<file path="src/rtl/rand_defs_pkg.sv">
// Shared definitions for the entropy conditioning blocks: default word width,
// pair-state encoding and the drop counter width.
package rand_defs;
  localparam int WS_DEF = 16;
  localparam int DROP_W = 8;

  typedef enum logic {
    P_EMPTY = 1'b0,
    P_HAVE  = 1'b1
  } pair_st_e;
endpackage

</file>
<file path="src/rtl/rand_fifo.sv">
// First-word-fall-through FIFO. A push while full is accepted only when a pop
// frees a slot in the same cycle; otherwise it is silently ignored.
module rand_fifo #(
  parameter int W     = 16,
  parameter int DEPTH = 4
) (
  input  logic         clk_i,
  input  logic         rst_i,
  input  logic         push_i,
  input  logic [W-1:0] din_i,
  input  logic         pop_i,
  output logic [W-1:0] head_o,
  output logic         full_o,
  output logic         empty_o
);
  localparam int AW = $clog2(DEPTH);

  logic [W-1:0] mem_q [DEPTH];
  logic [AW:0]  wr_q, rd_q;
  logic         do_push, do_pop;

  // Extra pointer bit distinguishes full from empty when the indices match.
  assign empty_o = (wr_q == rd_q);
  assign full_o  = (wr_q[AW] != rd_q[AW]) && (wr_q[AW-1:0] == rd_q[AW-1:0]);
  assign do_pop  = pop_i && !empty_o;
  assign do_push = push_i && (!full_o || do_pop);
  assign head_o  = mem_q[rd_q[AW-1:0]];

  always_ff @(posedge clk_i) begin
    if (rst_i) begin
      wr_q <= '0;
      rd_q <= '0;
    end else begin
      if (do_push) wr_q <= wr_q + (AW+1)'(1);
      if (do_pop)  rd_q <= rd_q + (AW+1)'(1);
    end
  end

  always_ff @(posedge clk_i) begin
    if (do_push) mem_q[wr_q[AW-1:0]] <= din_i;
  end
endmodule

</file>
<file path="src/rtl/rand_vn_debias.sv">
// Von Neumann debiaser with LSB-first word packer, output FIFO and a
// repetition-count health test that freezes conditioning on a stuck source.
module rand_vn_debias
  import rand_defs::*;
#(
  parameter int ws      = WS_DEF,
  parameter int DEPTH   = 4,
  parameter int RCT_LIM = 32
) (
  input  logic              iCLK,
  input  logic              iRST,
  input  logic              iIn,
  input  logic              iInValid,
  output logic [ws-1:0]     oOut,
  output logic              oValid,
  input  logic              iReady,
  output logic              oFault,
  output logic [DROP_W-1:0] oDropCnt
);
  localparam int            BW   = $clog2(ws);
  localparam logic [BW-1:0] LAST = BW'(ws - 1);
  localparam logic [7:0]    LIM  = 8'(RCT_LIM);

  pair_st_e          st_q, st_d;
  logic              a_q, a_d;
  logic [ws-1:0]     word_q, word_d, word_full;
  logic [BW-1:0]     bcnt_q, bcnt_d;
  logic              prev_q, prev_d, seen_q, seen_d;
  logic [7:0]        rct_q, rct_d;
  logic              fault_q, fault_d;
  logic [DROP_W-1:0] drop_q, drop_d;
  logic              smp, trip, take, emit, push, pop;
  logic              f_full, f_empty;
  logic [ws-1:0]     f_head;

  // Health test: the sample that completes the run trips the fault and is
  // withheld from the debiaser.
  always_comb begin
    smp     = iInValid && !fault_q;
    rct_d   = rct_q;
    prev_d  = prev_q;
    seen_d  = seen_q;
    fault_d = fault_q;
    trip    = 1'b0;
    if (smp) begin
      rct_d  = (seen_q && (iIn == prev_q)) ? rct_q + 8'd1 : 8'd1;
      prev_d = iIn;
      seen_d = 1'b1;
      if (rct_d == LIM) begin
        trip    = 1'b1;
        fault_d = 1'b1;
      end
    end
  end

  assign take = smp && !trip;

  always_ff @(posedge iCLK) begin
    if (iRST) st_q <= P_EMPTY;
    else      st_q <= st_d;
  end

  always_comb begin
    st_d = st_q;
    if (trip)      st_d = P_EMPTY;
    else if (take) st_d = (st_q == P_EMPTY) ? P_HAVE : P_EMPTY;
  end

  always_comb begin
    emit = 1'b0;
    a_d  = a_q;
    if (take) begin
      if (st_q == P_EMPTY) a_d = iIn;
      else                 emit = (iIn != a_q);
    end
  end

  always_comb begin
    word_full         = word_q;
    word_full[bcnt_q] = a_q;
    word_d            = word_q;
    bcnt_d            = bcnt_q;
    push              = 1'b0;
    if (trip) begin
      word_d = '0;
      bcnt_d = '0;
    end else if (emit) begin
      if (bcnt_q == LAST) begin
        push   = 1'b1;
        word_d = '0;
        bcnt_d = '0;
      end else begin
        word_d = word_full;
        bcnt_d = bcnt_q + BW'(1);
      end
    end
  end

  assign pop = !f_empty && iReady;

  always_comb begin
    drop_d = drop_q;
    if (push && f_full && !pop && (drop_q != '1)) drop_d = drop_q + DROP_W'(1);
  end

  always_ff @(posedge iCLK) begin
    if (iRST) begin
      a_q     <= 1'b0;
      word_q  <= '0;
      bcnt_q  <= '0;
      prev_q  <= 1'b0;
      seen_q  <= 1'b0;
      rct_q   <= '0;
      fault_q <= 1'b0;
      drop_q  <= '0;
    end else begin
      a_q     <= a_d;
      word_q  <= word_d;
      bcnt_q  <= bcnt_d;
      prev_q  <= prev_d;
      seen_q  <= seen_d;
      rct_q   <= rct_d;
      fault_q <= fault_d;
      drop_q  <= drop_d;
    end
  end

  rand_fifo #(.W(ws), .DEPTH(DEPTH)) u_fifo (
    .clk_i  (iCLK),
    .rst_i  (iRST),
    .push_i (push),
    .din_i  (word_full),
    .pop_i  (pop),
    .head_o (f_head),
    .full_o (f_full),
    .empty_o(f_empty)
  );

  assign oValid   = !f_empty;
  assign oOut     = f_empty ? '0 : f_head;
  assign oFault   = fault_q;
  assign oDropCnt = drop_q;
endmodule

</file>
<file path="config.mk">
export PLATFORM = sky130hd
export DESIGN_NAME = rand_vn_debias
export DESIGN_NICKNAME = d
export VERILOG_FILES = /design/src/rtl/rand_defs_pkg.sv /design/src/rtl/rand_fifo.sv /design/src/rtl/rand_vn_debias.sv
export SDC_FILE = /design/constraint.sdc
export NUM_CORES = 1
export LEC_CHECK = 0
export ABC_AREA = 1
export CAP_MARGIN = 20
export CORE_ASPECT_RATIO = 1.25
export CORE_MARGIN = 10
export CORE_UTILIZATION = 30
export DETAILED_ROUTE_END_ITERATION = 8
export REMOVE_ABC_BUFFERS = 1
export SLEW_MARGIN = 15
export SYNTH_ARGS = -nofsm -noshare
export SYNTH_HDL_FRONTEND = slang
export SYNTH_SLANG_ARGS = --single-unit
</file>
<file path="constraint.sdc">
create_clock -name iCLK -period 6.55 [get_ports iCLK]
set_clock_uncertainty 0.1 [all_clocks]
set_input_delay 1.31 -clock iCLK [delete_from_list [all_inputs] [get_ports iCLK]]
set_output_delay 1.31 -clock iCLK [all_outputs]
set_load 0.005 [all_outputs]
</file>
; ---- Yosys cells after proc, flatten, opt, wreduce, memory -nomap -nowiden
; Memory sizes are Yosys's and may differ from the RTL's. A register that Yosys moved wholly into a read port is not among the register bits.
; Index checks and enable logic that the tools add are counted.
[totals]
ff_bits = 47
mem_bits_rw = 64
inputBits = 5
output_inout_bits = 26
elab_cells = 67
mem_count = 1
[mem_list]
columns = name, words, word_bits, read_ports, rd_clocked_by_memory_dff, wr, line
row1 = u_fifo.mem_q, 4, 16, 1, 1, 1, rand_fifo.sv:18  ; logic [W-1:0] mem_q [DEPTH];
[op_classes]
n_addsub = 5
order_cmp = 2
n_eq_ne = 8
mux = 19
bitwise = 1
reduce_logical = 20
[ops]
columns = operator, count
row1 = $mux 16, 2
row2 = $add 8x1->8 const B, 2
row3 = $bwmux 16, 1
row4 = $logic_and 1x1->1, 11
row5 = $mux 1, 11
row6 = $eq 8x6->1 const B, 1
row7 = $mux 8, 1
row8 = $ne 8x8->1 const B, 1
row9 = $add 3x1->3 const B, 2
row10 = $logic_not 1->1, 5
row11 = $lt 4x5->1 const B, 1
row12 = $add 4x1->4 const B, 1
row13 = $demux 1 s4, 1
row14 = $eq 4x4->1 const B, 1
row15 = $ge 4x1->1 const B, 1
row16 = $mux 2, 2
row17 = $mux 4, 1
row18 = $reduce_and 2->1, 2
row19 = $eq 3x3->1, 1
row20 = $eq 2x2->1, 1
row21 = $ne 1x1->1, 2
row22 = $reduce_or 2->1, 1
row23 = $eq 1x1->1, 1
row24 = $logic_or 1x1->1, 1
row25 = $not 1->1, 1

; ---- Logic depth before layout (Yosys ltp)
; Gate-level depths: netlist of the first run.
[logic_depth]
depth_word = 14
ltp_mapped = 14
mapped_depth_nobuf = 14

; ---- Hierarchy
; From an unflattened synthesis of the first run, not the netlist that was laid out.
[unflattened]
hier_cells = 582
area_unflattened_um2 = 5220.0
[modules_own_cells]
columns = module, instances, cells_each, area_each_um2, seq_area_each_um2
row1 = rand_fifo, 1, 220, 2815.2, 2082.0
row2 = rand_vn_debias, 1, 362, 2404.8, 820.8

; ---- Least setup slack after synthesis of the first run
; No wires, ideal clock.
[synth_timing]
path_type = input -> register
from = input port iIn
to = memory u_fifo.mem_q[0][0] (enable)
setup_time_ns = 0.389
arrival_ns = 2.969
t_required_ns = 6.061
slack_ns = 3.092
path_stages = 11
path_buffers = 0
path_cell_list = nand2_1 > nand2_1 > nor2_4 > nand2_2 > nor2_4 > nor2_4 > nand3_4 > nand4_4 > nor2_2 > inv_2 > nor2_1
[synth_via]
elab_chain_cells = 14
word_cells_on_any_way = 16
classes_between = 3 x eq/ne / 9 x mux / 4 x reduce/logical
[synth_rtl]
columns = element, line
row1 = "start, declared", rand_vn_debias.sv:12  ; input logic iIn,
row2 = $eq 1x1->1, rand_vn_debias.sv:46  ; rct_d = (seen_q && (iIn == prev_q)) ? rct_q + 8'd1 : 8'd1;
row3 = $logic_and 1x1->1, rand_vn_debias.sv:46
row4 = $mux 8, rand_vn_debias.sv:46
row5 = $eq 8x6->1, rand_vn_debias.sv:49  ; if (rct_d == LIM) begin
row6 = $mux 1, rand_vn_debias.sv:49
row7 = $mux 1, rand_vn_debias.sv:45  ; if (smp) begin
row8 = $logic_not 1->1, rand_vn_debias.sv:56  ; assign take = smp && !trip;
row9 = $logic_and 1x1->1, rand_vn_debias.sv:56
row10 = $mux 1, rand_vn_debias.sv:72  ; if (take) begin
row11 = $mux 1, rand_vn_debias.sv:87  ; end else if (emit) begin
row12 = $mux 1 *, rand_vn_debias.sv:84  ; if (trip) begin
row13 = $logic_and 1x1->1 *, rand_fifo.sv:26  ; assign do_push = push_i && (!full_o || do_pop);
row14 = $mux 1 *, rand_fifo.sv:40  ; if (do_push) mem_q[wr_q[AW-1:0]] <= din_i;
row15 = $mux 1 (not written as such) *, rand_fifo.sv:40
row16 = "end, declared", rand_fifo.sv:18
; Every way passes the cells marked *; elsewhere a longest branch is shown, timed or not.

==> results.ini, run 1 <==
[clock_network]
cts_tree=built
post_cts_resized=0
numCtsBuffers=17
postCtsHoldBufs=0
cts.clk_slew.worst_paths_ns=0.05
clock_path_buffers=2
cts_sinks=113
post-cts-setup-buffer-count=0
clk_latency_ns=0.41
cts-root-buf=clkbuf_16
htreeDepth=4

[die]
die_x_um=138
die-height_um=167
rows=53
io_pins=31
initial_core_util_pct=30.7
core_sq_um=17000
dieArea_sq_um=23100

[run_status]
status=complete, no violations

[sta]
hold_viol=0
setup_ws_ns=2.41
rsz0062_at_grt=no
period_minus_slack_ns=4.14
slew_headroom_pct=29.2
timing.setup.tns_ns=0
tightest_slew_ns=1.06
fin_crit_sh_pct=63.2
setup_viol=0
drv_slew=0
fmax_mhz=242

[yosys]
synthFlopType=edfxtp_1
synthTopCellsByCount=87 x nor2_1, 85 x nand2_1, 64 x edfxtp_1
synth_xor_area_share_pct=0.504
netlist_area_sq_um=5210
synth_simple_gate_area_share_pct=22.6
yosys_warnings=0
synth_top_family_by_area=simple AND/OR/NAND/NOR gates
netlist_top_cells_area=edfxtp_1 37%, dfxtp_1 19%, nor2_1 6.3%
syn_area_per_cell_sq_um=9.37
synth_adder_area_share_pct=2.64
synth_edf_count=64
synth_compound_area_share_pct=12.3
yosysTopAreaCell=edfxtp_1
synthCells=556
synth.most_common_cell=nor2_1
synth_seq_cells=113
synthMuxAreaShare_pct=0
async_reset_ff_share_pct=0
synth_cell_types=40
yosysTopAreaCellShare_pct=36.9
synth-seq-area-share_pct=55.7

[global_route]
grt_pass1_vias=3894
grt_first_pass_wirelength_mm=19.2
grt_max_degree=34
antenna_found_initial=0
grt.total_usage_pct=10.4
overflow=0

[placed_design]
dp_slack_ns=2.74
io_buffer_count=30
hpwl_mm=7.53
globalplace.congestion=0.823

[power_and_ir_drop]
max-vdd-ir-drop_mv=0.162
p_per_area_nw_per_um2=279
power_leakage_nw=2.25

[layout]
layout.nets=604
drive_gt1_share_pct=12.5
area.growth.synth_to_final_pct=20.2
fill_cells=1737
antennaDiodeCount=0

[worst_setup_path]
end_kind=output port
start_kind=flip-flop
reg2reg_from=rct_q[0]
cpPeakStageDelay_ns=0.75
required_ns=5.14
r2r_cells=12
crit_type=reg2out
ff2ff_setup_slack_ns=4.06
slowest_stage=inv_1
crit_top_cell=inv_1
r2r_end=u_fifo.mem_q[1][10]
cp.arrival_ns=2.73
crit_chain=buf_4 -> inv_1 -> nor2_1 -> o32ai_1 -> nand2_1 -> inv_1 -> clkdlybuf4s50_1
critPathMaxFanout=33

[route]
drc=0
ant_nets=0
viasPerCell=4.78
first_pass_iters=7
via_count=3925
wirelength_mm=11.4
wl_per_cell_um=13.9
drt_iter0_markers=280

[job]
cap_violations=0

[min_path]
min_delay_worst_endpoint=word_q[15]
hp-start=word_q[15]
hold_depth=2
hold_path.class=reg2reg

==> stage by stage <==
stage | std cells | hold WS, ns | total power [mW] | cell area, sq um | util, %
floorplan | 534 | 0.310 | 0.851 | 5090 | -
CTS | 821 | 0.338 | 1.77 | 6270 | 36.9
global route | 821 | 0.366 | 1.82 | 6270 | 36.9
detailed placement | 789 | 0.329 | 0.910 | 5700 | 33.6
finish | 821 | 0.333 | 1.75 | 6270 | 36.9
global placement | 789 | 0.329 | 0.907 | 5700 | 33.6
==> how the worst max path moves through the flow <==
stage              start                 end  slack, ns
2_1_floorplan        iIn  u_fifo.mem_q[0][0]       3.09
3_3_place_gp   flip-flop            oOut[10]       2.81
3_5_place_dp   flip-flop            oOut[13]       2.74
4_1_cts        flip-flop            oOut[13]       2.30
5_1_grt        flip-flop            oOut[10]       2.04
6_report       flip-flop            oOut[13]       2.41
==> where the power goes <==
group	internal, mW	leakage, nW	total [mW]	switching [mW]
clock network	0.522	0.258	0.858	0.336
registers	0.751	0.984	0.763	0.0118
logic	0.0527	1.01	0.129	0.0759
total	1.33	2.25	1.75	0.424
==> flip-flops by register name, indices dropped and copies added, names as in the netlist, named ones only <==
| signal | flops |
|---|---|
| u_fifo.wr_q | 3 |
| prev_q | 1 |
| rct_q | 8 |
| word_q | 16 |
| oFault | 1 |
| u_fifo.mem_q | 64 |
| seen_q | 1 |
| st_q | 1 |
| a_q | 1 |
| bcnt_q | 4 |
| u_fifo.rd_q | 3 |
| oDropCnt | 8 |
==> layout by cell type (no fill, tap or decap), drive strengths merged, types with 6 or more instances in the layout <==
master / n
o32ai: 16
nand3: 45
inv: 55
a21oi: 40
edfxtp: 64
o21ai: 41
clkinv: 8
nor2: 97
ha: 11
clkinvlp: 6
clkdlybuf4s50: 30
clkbuf: 17
nand2: 91
dfxtp: 49
==> final cells by class <==
type | instances | area (sq um) | area share (%)
flip-flops and latches | 113 | 2900 | 46.3
inverters | 55 | 206 | 3.29
clock inverters | 15 | 138 | 2.20
repair buffers | 35 | 338 | 5.39
clock buffers | 17 | 425 | 6.79
well taps | 220 | 275 | 4.39
multi-input cells | 366 | 1980 | 31.6
==> critical path, delay by kind of cell, from the launching register on <==
| family | cells | cell delay, ns |
|---|---|---|
| AO/OA/AOI/OAI | 1 | 0.29 |
| buffers and inverters | 4 | 1.52 |
| AND/OR/NAND/NOR | 2 | 0.20 |
| flip-flops | 1 | 0.30 |
==> logic make-up after synthesis <==
logic type	count (synthesis)
compound gates	105
fa+ha+maj	11
xor+xnor	3
buf+inv	77
flops	113
simple gates	247
==> layer usage <==
metal | vias to the layer above | GRT usage, % | routed length (um)
met5 | - | 0 | 0
met4 | 0 | 3.59 | 85
met3 | 8 | 3.47 | 499
met2 | 93 | 17.4 | 5880
met1 | 1870 | 11.9 | 4970
li1 | 1954 | - | -
Power figures use the tool's default switching activity.
==> run 2, diff against run 1 <==
==> constraint.sdc (replaced) <==
create_clock -name iCLK -period 3.52 [get_ports iCLK]
set_clock_uncertainty 0.1 [all_clocks]
set_input_delay 0.704 -clock iCLK [delete_from_list [all_inputs] [get_ports iCLK]]
set_output_delay 0.704 -clock iCLK [all_outputs]
set_load 0.005 [all_outputs]
==> run 2 against run 1 <==
Compared with the run above: hold slack worse by 0.0060 ns; combinational power is 98% higher; die area stayed put; sequential cell count stayed put; sequential share of layout area is 0.78 points lower; largest power group unchanged; clock power is 110% higher; clock-buffer cell count stayed put; setup slack worse by 2.0 ns; register-to-register slack worse by 3.0 ns; via count is 0.51% lower; largest cell class unchanged; sequential power is 85% higher.
==> results.ini, run 2 (synthesis gave the netlist of run 1 again) <==
[run_status]
status=complete, no violations

[power_and_ir_drop]
power_leakage_nw=2.32  ; +3.1%
p_sw_share_pct=22.6  ; -1.6 points
max-vdd-ir-drop_mv=0.324  ; +100%
combPwrFrac_pct=7.4  ; about the same
internal_power_mw=2.69  ; +100%
clockPowerShare_pct=52.1  ; +3.1 points
power_frac_seq_pct=40.5  ; -3.1 points
power_switching_uw=786  ; +86%
p_per_area_nw_per_um2=546  ; +95%

[min_path]
min_delay_worst_endpoint=word_q[15]
hp-start=word_q[15]
hold_depth=2  ; unchanged
hold_path.class=reg2reg

[sta]
setup_viol=0  ; unchanged
slew_headroom_pct=46.1  ; +17 points
timing.hold.ws_ns=0.327  ; -0.00600 ns
drv_slew=0  ; unchanged
tightest_slew_ns=0.800  ; -0.260 ns
period_minus_slack_ns=3.13
hold_viol=0  ; unchanged
fin_crit_sh_pct=88.9
rsz0062_at_grt=no
timing.setup.tns_ns=0  ; unchanged
fmax_mhz=320

[global_route]
grt_first_pass_wirelength_mm=19.2  ; -0.11%
grt_pass1_vias=4014  ; +3.1%
grt.total_usage_pct=10.3  ; about the same
use_met2_pct=17.8  ; +0.39 points
antenna_found_initial=0  ; unchanged
grt_util_met1_pct=11.3  ; -0.60 points
grt_max_degree=33  ; -2.9%
overflow=0  ; unchanged
use_met3_pct=3.44  ; -0.030 points
globalRoute.busiestLayer=met2

[route]
via_count=3905  ; -0.51%
first_pass_iters=4  ; -3
wirelength_mm=11.2  ; -2.0%
wl_per_cell_um=13.6  ; -2.5%
ant_nets=0  ; unchanged
viasPerCell=4.73  ; -0.99%
drt_iter0_markers=264  ; -5.7%
drc=0  ; unchanged

[placed_design]
hpwl_mm=7.62  ; +1.2%
io_buffer_count=30  ; unchanged
globalplace.congestion=0.797  ; -3.2%

[layout]
drive_gt1_share_pct=13.1  ; +0.58 points
largest_register_ffs=64  ; unchanged
final_common_cell=nor2_1
antennaDiodeCount=0  ; unchanged
area.growth.synth_to_final_pct=22.3
final_cell_mix=87 x nor2_1, 85 x nand2_1, 64 x edfxtp_1, 50 x inv_1, 49 x dfxtp_1
layout.nets=609  ; +0.83%

[worst_setup_path]
critPathMaxFanout=32  ; -3.0%
crit_type=reg2out
cp.arrival_ns=2.32  ; -0.41 ns
r2r_end=u_fifo.mem_q[1][10]
cp_num_buf_inv=5  ; +1
cp_top_family=buffers and inverters
end_kind=output port
required_ns=2.72  ; -2.42 ns
r2r_cells=12  ; unchanged
cpPeakStageDelay_ns=0.50  ; -0.25 ns
reg2reg_from=rct_q[0]
ff2ff_setup_slack_ns=1.03  ; -3.03 ns
start_kind=flip-flop
crit_chain=buf_4 -> inv_1 -> buf_4 -> nor2_1 -> o32ai_1 -> nand2_1 -> inv_1 -> clkdlybuf4s50_1
slowest_stage=clkdlybuf4s50_1

[clock_network]
postCtsHoldBufs=0  ; unchanged
cts.clk_slew.worst_paths_ns=0.05  ; about the same
clk_latency_ns=0.41  ; about the same
cts_tree=built
post-cts-setup-buffer-count=0  ; unchanged
post_cts_resized=0  ; unchanged
cts-root-buf=clkbuf_16
clock_path_buffers=2  ; unchanged
htreeDepth=4  ; unchanged
cts_sinks=113  ; unchanged
numCtsBuffers=17  ; unchanged

[die]
dieArea_sq_um=23100  ; unchanged
rows=53  ; unchanged
io_pins=31  ; unchanged
die-height_um=167  ; unchanged
core_sq_um=17000  ; unchanged
initial_core_util_pct=30.7  ; unchanged
die_x_um=138  ; unchanged

[job]
cap_violations=0  ; unchanged

-- run 2: changes by cell type in the layout (fill, tap and decap cells not counted), sizes merged --
cell	change
clkinvlp	-4
inv	+1
clkinv	-1
bufinv	+3
buf	+5
-- run 2: worst max-delay path by stage --
stage,endpoint,slack (ns),cells after the start
after floorplan,u_fifo.mem_q[0][0],0.67,11
after global placement,u_fifo.mem_q[1][2],0.47,13
after detailed placement,u_fifo.mem_q[1][2],0.38,13
after CTS,oOut[3],0.35,8
after global routing,oOut[3],0.26,8
final,oOut[3],0.39,8
-- run 2: area by class of cell --
class | count | area [sq um]
clock buffers | 17 | 425
clock inverters | 14 | 208
fillers | 1726 | 10600
inverters | 55 | 206
multi-input cells | 366 | 1980
flip-flops and latches | 113 | 2900
well taps | 220 | 275
repair buffers | 40 | 375
-- run 2: per-stage QoR --
stage / instance area, sq um / setup WS, ns / utilization [%] / std cells / total power [mW]
finish: 6370 / 0.392 / 37.5 / 825 / 3.48
global route: 6370 / 0.259 / 37.5 / 825 / 3.60
CTS: 6370 / 0.353 / 37.5 / 825 / 3.52
detailed placement: 5740 / 0.385 / 33.8 / 794 / 1.70
global placement: 5740 / 0.465 / 33.8 / 794 / 1.69
floorplan: 5090 / 0.668 / - / 534 / 1.58
-- run 2: metal layers --
metal	wire [um]	up-vias	share of wire, %
met5	0	-	0
met4	138	0	1.2
met3	569	11	5.1
met2	5880	81	52
met1	4620	1847	41
li1	-	1966	-
-- run 2: power by group through the flow --
| stage | sequential [mW] | combinational [mW] | clock, mW |
|---|---|---|---|
| 2_1_floorplan | 1.45 | 0.137 | 0 |
| 6_report | 1.41 | 0.256 | 1.81 |
| 5_1_grt | 1.41 | 0.289 | 1.90 |
| 4_1_cts | 1.41 | 0.263 | 1.84 |
| 3_5_place_dp | 1.44 | 0.261 | 0 |
| 3_3_place_gp | 1.44 | 0.256 | 0 |
-- run 2: worst reg2reg max path, delay by kind of cell (launching register included) --
| family | cells | cell delay (ns) |
|---|---|---|
| AOI/OAI and AO/OA | 1 | 0.12 |
| adders and majority gates | 1 | 0.22 |
| buffers and inverters | 2 | 0.36 |
| DFF | 1 | 0.45 |
| and+or+nand+nor | 8 | 0.90 |
==> run 3, diff against run 2 <==
--- a/config.mk
+++ b/config.mk
@@ -7,10 +7,13 @@
 export LEC_CHECK = 0
 export ABC_AREA = 1
 export CAP_MARGIN = 20
+export CELL_PAD_IN_SITES_DETAIL_PLACEMENT = 1
+export CELL_PAD_IN_SITES_GLOBAL_PLACEMENT = 2
 export CORE_ASPECT_RATIO = 1.25
 export CORE_MARGIN = 10
 export CORE_UTILIZATION = 30
 export DETAILED_ROUTE_END_ITERATION = 8
+export PLACE_DENSITY_LB_ADDON = 0.1
 export REMOVE_ABC_BUFFERS = 1
 export SLEW_MARGIN = 15
 export SYNTH_ARGS = -nofsm -noshare
==> run 3 against run 2 <==
Compared with the run above: critical path depth decreased by 2; combinational power about the same; first-iteration DRC count decreased by 50%; global-route usage increased by 1.5 points; sequential share of layout area increased by 0.21 points; register-to-register slack got worse by 0.08 ns; clock power decreased by 7%; cell count increased by 0.36%; setup slack improved by 0.088 ns; via count increased by 1.4%; die area unchanged; largest cell class unchanged.
==> results.ini, run 3 (synthesis gave the netlist of run 1 again) <==
[layout]
final_cell_mix=87 x nor2_1, 85 x nand2_1, 64 x edfxtp_1, 50 x inv_1, 49 x dfxtp_1
largest_register_ffs=64  ; unchanged
layout.nets=611  ; +0.33%
antennaDiodeCount=0  ; unchanged
area.growth.synth_to_final_pct=21.8
final_cell_area_sq_um=6340  ; -0.45%
final_common_cell=nor2_1
drive_gt1_share_pct=12.7  ; -0.39 points

[die]
rows=53  ; unchanged
core_sq_um=17000  ; unchanged
initial_core_util_pct=30.7  ; unchanged
die-height_um=167  ; unchanged
die_x_um=138  ; unchanged
dieArea_sq_um=23100  ; unchanged
io_pins=31  ; unchanged

[worst_setup_path]
crit_chain=buf_4 -> nor2_1 -> o32ai_1 -> nand2_1 -> inv_1 -> clkdlybuf4s50_1
critPathMaxFanout=19  ; -41%
cpPeakStageDelay_ns=0.49  ; about the same
start_kind=flip-flop
r2r_cells=12  ; unchanged
end_kind=output port
required_ns=2.72  ; about the same
crit_type=reg2out
slowest_stage=clkdlybuf4s50_1
cp.arrival_ns=2.24  ; -0.08 ns

[sta]
setup_ws_ns=0.480  ; +0.0882 ns
rsz0062_at_grt=no
timing.setup.tns_ns=0  ; unchanged
hold_viol=0  ; unchanged
tightest_slew_ns=0.775  ; -0.0249 ns
fin_crit_sh_pct=86.4  ; -2.5 points
fmax_mhz=329  ; +2.9%
slew_headroom_pct=47.8  ; +1.7 points
drv_slew=0  ; unchanged
period_minus_slack_ns=3.04  ; -0.0882 ns
setup_viol=0  ; unchanged

[run_status]
status=complete, no violations

[clock_network]
cts_sinks=113  ; unchanged
clock_path_buffers=2  ; unchanged
cts-root-buf=clkbuf_16
post-cts-setup-buffer-count=0  ; unchanged
cts_tree=built
post_cts_resized=0  ; unchanged
htreeDepth=4  ; unchanged
numCtsBuffers=17  ; unchanged
cts.clk_slew.worst_paths_ns=0.05  ; about the same
postCtsHoldBufs=0  ; unchanged
clk_latency_ns=0.41  ; about the same

[placed_design]
hpwl_mm=9.26  ; +22%
place_area_sq_um=5770  ; +0.48%
dp_slack_ns=0.308  ; -0.0765 ns
globalplace.congestion=0.713  ; -10%
io_buffer_count=30  ; unchanged

[global_route]
grt_max_degree=33  ; unchanged
grt_pass1_vias=4226  ; +5.3%
grt_first_pass_wirelength_mm=21.7  ; +13%
antenna_found_initial=0  ; unchanged
overflow=0  ; unchanged
grt.total_usage_pct=11.9  ; +1.5 points

[min_path]
hold_path.class=reg2reg
hold_depth=2  ; unchanged

[route]
drt_iter0_markers=132  ; -50%
first_pass_iters=4  ; unchanged
via_count=3959  ; +1.4%
wirelength_mm=13.2  ; +18%
wl_per_cell_um=15.9  ; +17%
ant_nets=0  ; unchanged
drc=0  ; unchanged
viasPerCell=4.78  ; +1.0%

[power_and_ir_drop]
max-vdd-ir-drop_mv=0.177  ; -45%
power_leakage_nw=2.31  ; -0.68%
p_per_area_nw_per_um2=528  ; -3.2%

[job]
cap_violations=0  ; unchanged

run 3: area by class of cell:
type / count / area (sq um)
inverters: 55 / 206
flip-flops and latches: 113 / 2900
clock buffers: 19 / 433
multi-input cells: 366 / 1980
well taps: 220 / 275
fillers: 1997 / 10600
clock inverters: 13 / 144
repair buffers: 42 / 403
run 3: stage by stage:
stage,cells,power [mW],hold WS [ns],utilization (%)
final,828,3.35,0.340,37.4
after global routing,828,3.49,0.389,37.4
after CTS,828,3.40,0.343,37.4
after floorplan,534,1.58,0.310,-
after global placement,796,1.70,0.330,34.0
after detailed placement,796,1.71,0.334,34.0
run 3: path summary, 6_finish.rpt:
path                              to  slack, ns  startpoint
setup / recovery             oOut[4]       0.48   flip-flop
hold / removal            word_q[15]       0.34  word_q[15]
setup reg to reg  u_fifo.mem_q[2][2]       0.95    rct_q[0]
hold reg to reg           word_q[15]       0.34  word_q[15]
run 3: per-layer routing:
layer / vias up / GRT usage [%] / wire (um)
li1: 1969 / - / -
met5: - / 0 / 0
met4: 0 / 4.82 / 219
met2: 48 / 21.1 / 6930
met3: 15 / 2.75 / 428
met1: 1927 / 13.1 / 5610
run 3: critical path: cells and delay by family (launching register included):
| family | cells | cell delay [ns] |
|---|---|---|
| AO/OA/AOI/OAI | 1 | 0.31 |
| flip-flops | 1 | 0.48 |
| AND/OR/NAND/NOR | 2 | 0.17 |
| buffers and inverters | 3 | 0.85 |
run 3: report_power, final:
part           total, mW  internal [mW]  switching [mW]
registers           1.41           1.40          0.0151
clock network       1.68           1.10           0.583
logic              0.259          0.105           0.154
